$ cat config.mk
export PLATFORM = sky130hd
export DESIGN_NAME = serial_subtractor
export DESIGN_NICKNAME = d
export VERILOG_FILES = /design/src/rtl/serial_subtractor.sv
export SDC_FILE = /design/constraint.sdc
export NUM_CORES = 1
export LEC_CHECK = 0
export CAP_MARGIN = 10
export CORE_ASPECT_RATIO = 0.6
export CORE_MARGIN = 10
export CORE_UTILIZATION = 50
export DETAILED_ROUTE_END_ITERATION = 12
export PLACE_DENSITY_LB_ADDON = 0.12
export SKIP_LAST_GASP = 1
export SLEW_MARGIN = 30
export SYNTH_ARGS = -nofsm -noshare
export SYNTH_HDL_FRONTEND = slang
export SYNTH_SLANG_ARGS = --single-unit
export TNS_END_PERCENT = 10
$ cat constraint.sdc
create_clock -name clk -period 1.6 [get_ports clk]
set_input_delay 0.32 -clock clk [delete_from_list [all_inputs] [get_ports clk]]
set_output_delay 0.32 -clock clk [all_outputs]
set_load 0.005 [all_outputs]
$ cat src/rtl/serial_subtractor.sv
// Bit-serial subtractor: one full-subtractor cell per clock, LSB first, with the
// borrow carried between cycles in a flip-flop. Result and final borrow are held until the next completion.
module serial_subtractor #(
  parameter int WIDTH = 8
) (
  input  logic             clk,
  input  logic             resetN,
  input  logic             start,
  input  logic [WIDTH-1:0] x,
  input  logic [WIDTH-1:0] y,
  input  logic             borrowIn,
  output logic             busy,
  output logic             done,
  output logic [WIDTH-1:0] xy,
  output logic             borrowOut
);

  localparam int CNT_W = (WIDTH > 1) ? $clog2(WIDTH) : 1;
  localparam logic [CNT_W-1:0] LAST_BIT = CNT_W'(WIDTH - 1);
  localparam logic [CNT_W-1:0] CNT_ONE  = CNT_W'(1'b1);

  typedef enum logic [1:0] {
    IDLE  = 2'd0,
    SHIFT = 2'd1,
    DONE  = 2'd2
  } state_t;

  state_t             state_r;
  state_t             nextState_s;
  logic [WIDTH-1:0]   xs_r;
  logic [WIDTH-1:0]   ys_r;
  logic [WIDTH-1:0]   res_r;
  logic [WIDTH-1:0]   resShift_s;
  logic               borrow_r;
  logic [CNT_W-1:0]   cnt_r;
  logic               diffBit_s;
  logic               borrowNext_s;
  logic               lastBit_s;

  function automatic logic fsDiff(input logic a, input logic b, input logic bin);
    return a ^ b ^ bin;
  endfunction

  function automatic logic fsBorrow(input logic a, input logic b, input logic bin);
    return (~a & (b ^ bin)) | (b & bin);
  endfunction

  // Full-subtractor cell, result shift-in and next-state decode
  always_comb begin
    diffBit_s    = fsDiff(xs_r[0], ys_r[0], borrow_r);
    borrowNext_s = fsBorrow(xs_r[0], ys_r[0], borrow_r);
    resShift_s   = res_r >> 1'b1;
    resShift_s[WIDTH-1] = diffBit_s;
    lastBit_s    = (cnt_r == LAST_BIT);
    nextState_s  = state_r;
    case (state_r)
      IDLE: begin
        if (start) nextState_s = SHIFT;
        else       nextState_s = IDLE;
      end
      SHIFT: begin
        if (lastBit_s) nextState_s = DONE;
        else           nextState_s = SHIFT;
      end
      DONE:    nextState_s = IDLE;
      default: nextState_s = IDLE;
    endcase
  end

  // Datapath, state register and registered status/result outputs
  always_ff @(posedge clk) begin
    if (!resetN) begin
      state_r   <= IDLE;
      busy      <= 1'b0;
      done      <= 1'b0;
      xy        <= {WIDTH{1'b0}};
      borrowOut <= 1'b0;
      xs_r      <= {WIDTH{1'b0}};
      ys_r      <= {WIDTH{1'b0}};
      res_r     <= {WIDTH{1'b0}};
      borrow_r  <= 1'b0;
      cnt_r     <= {CNT_W{1'b0}};
    end else begin
      state_r <= nextState_s;
      busy    <= (nextState_s != IDLE);
      done    <= (nextState_s == DONE);
      case (state_r)
        IDLE: begin
          if (start) begin
            xs_r     <= x;
            ys_r     <= y;
            borrow_r <= borrowIn;
            res_r    <= {WIDTH{1'b0}};
            cnt_r    <= {CNT_W{1'b0}};
          end
        end
        SHIFT: begin
          xs_r     <= xs_r >> 1'b1;
          ys_r     <= ys_r >> 1'b1;
          res_r    <= resShift_s;
          borrow_r <= borrowNext_s;
          cnt_r    <= cnt_r + CNT_ONE;
          // Only the completing edge exposes the result
          if (lastBit_s) begin
            xy        <= resShift_s;
            borrowOut <= borrowNext_s;
          end
        end
        DONE:    ;
        default: ;
      endcase
    end
  end

endmodule

==> flow_summary.ini <==
[synth]
ys_seq_area_share_pct = 49.3
synth_nets = 189
synth-edff-count = 0
syn_inst = 166
ys_warn_count = 0
ys_ff_latch = 40
synth_ff_type = dfxtp_1
postSynthAreaPerCell_um2 = 9.78
synthDistinctLibCells = 24
async_flop_share_pct = 0
netlist_area_um2 = 1620

[pwr]
total_power_w = 0.00212
power.density_nw_per_um2 = 1010
ir_worst_vdd_mv = 0.636
p_leak_nw = 0.770

[finish]
fin_cells = 241
syn_to_final_growth_pct = 28.7
mostFrequentLayoutCells = dfxtp_1, clkdlybuf4s50_1, nand2_1, o21ai_0
nNetsFinal = 221
antenna_cells = 0
drive_above_1_share_pct = 14.6
fillers = 236
layout_commonest_cell = dfxtp_1

[clock_network]
cts_resized = 0
cts.sinks = 40
clkTransAtPathRegs_ps = 80
cts.path.max_buffers = 2
hold_buffers = 0
cts_tree = yes
htree_levels = 2
clock_latency_ps = 290
post_cts.repair.setup_buffers = 0
cts_buffers = 5
cts-root-buf = clkbuf_8

[timing]
finalHoldViolCount = 0
clock.fmax_mhz = 681
slew_headroom_pct = 75.9
maxSlewViolCount = 0
min_period_ps = 1470
final-setup-viol-count = 0
grt_setup_unrepaired = no
fin_skew_ps = 11.1
tightest_slew_ps = 361
min_period_over_period_pct = 91.8

[detailed_routing]
routed_wirelength_mm = 3.65
viasPerCell = 5.33
firstDrtPassIters = 4
wl_per_cell_um = 15.2
drt_iter0_markers = 71
drcViolationCount = 0
ant_nets = 0
vias = 1284

[global_route]
gr-total-overflow = 0
grt_pass1_vias = 1205
grt_pass1_wl_mm = 5.93
grt.total_usage_pct = 12.4
grt_max_degree = 29
antenna_found_initial = 0

[hold_path]
holdPathStages = 2
min_path_type = flop to flop
hold_start = xy[1]$_SDFFE_PN0P_
min_to = xy[1]$_SDFFE_PN0P_

[worst_setup_path]
worst_setup_path_end_kind = output pin
reg2reg_to = xy[2]$_SDFFE_PN0P_
r2r_cells = 6
worstPathRequired_ps = 1280
worst-setup-path-type = flop to output pin
critPathTopFamily = buffers and inverters
rr_startpoint = cnt_r[0]$_SDFFE_PN0P_
critPathMaxStageDelay_ps = 520
cp_max_fo = 2
r2r_slack_ps = 290
cpMaxStageDelayCell = clkdlybuf4s50_1
arrival_ps = 1150
startpoint_type = flop
path_buf_inv = 1
worstPathCellList = clkdlybuf4s50_1

[placed_design]
hpwl_mm = 2.62
port_buffers = 30
place_congestion = 0.711
dp.cells = 233

[outcome]
outcome = completed

[die]
initial_core_util_pct = 54.4
die_area_um2 = 6000
coreArea_um2 = 2980
rows = 15
die_x_um = 93.6
die_h_um = 64.1
io_pins = 31

[flow_run]
maxCapViolCount = 0
-- cells in the mapped netlist (all sizes together) (5+ instances only) --
| master | number | area, um2 |
|---|---|---|
| nand2b | 5 | 31.3 |
| dfxtp | 40 | 801 |
| o21ai | 25 | 159 |
| nand2 | 16 | 60.1 |
| o22ai | 11 | 68.8 |
| clkbuf | 8 | 30.0 |
| buf | 7 | 55.1 |
| o211ai | 15 | 113 |
| mux2i | 15 | 150 |
| nand3 | 9 | 45.0 |
-- cell families after synthesis --
logic type,Yosys count,synth area share [%]
AO/OA/AOI/OAI,53,21.6
adder cells (fa/ha/maj),3,2.77
buffers and inverters,17,5.70
flip-flops,40,49.3
multiplexers,15,9.24
AND/OR/NAND/NOR,38,11.4
-- sequential cells by signal, indices dropped and copies added, names as in the netlist --
register,count
xs_r,8
ys_r,8
borrowOut,1
state_r,2
res_r,7
cnt_r,3
busy,1
borrow_r,1
xy,8
done,1
-- metal layers --
metal,vias up,wire length [um],GRT usage (%)
met1,584,1690,16.0
met3,4,260,4.31
met4,0,34,3.96
met2,35,1670,18.9
li1,661,-,-
met5,-,0,0
-- area by class of cell --
cell class                 count  area [um2]  area share, %
sequential                    40         801           38.3
multi-input combinational    109         731           34.9
timing repair buffer          40         388           18.6
clock buffer                   5        68.8           3.29
tap                           42        52.6           2.51
clock inverter                 3        42.5           2.03
inverter                       2        7.51          0.359
-- power by group --
| group | switching, W | internal (W) | total (W) |
|---|---|---|---|
| clock network | 0.000346 | 0.000461 | 0.000807 |
| logic | 0.000120 | 0.000127 | 0.000247 |
| registers | 0.0000254 | 0.00104 | 0.00106 |
-- per-stage QoR --
step	hold slack, ps	setup WS, ps	setup TNS, ps	instance area (um2)	util, %
after global placement	436	55.0	0	1980	66.3
after global routing	503	79.9	0	2090	70.1
after floorplan	429	225	0	1620	-
after CTS	476	113	0	2090	70.1
after detailed placement	460	-3.90	-4.28	1980	66.3
final	471	132	0	2090	70.1
-- worst max-delay path by stage --
stage | startpoint | end | slack (ps) | depth (start not counted)
floorplan | cnt_r[0]$_SDFFE_PN0P_ | borrowOut$_SDFFE_PN0P_ | 230 | 5
global placement | resetN | ys_r[3]$_SDFFE_PN0P_ | 60 | 5
detailed placement | resetN | ys_r[2]$_SDFFE_PN0P_ | -4 | 5
CTS | xy[4]$_SDFFE_PN0P_ | xy[4] | 110 | 1
global route | xy[5]$_SDFFE_PN0P_ | xy[5] | 80 | 1
finish | xy[4]$_SDFFE_PN0P_ | xy[4] | 130 | 1
No activity file was read; power rests on OpenSTA's default activity.
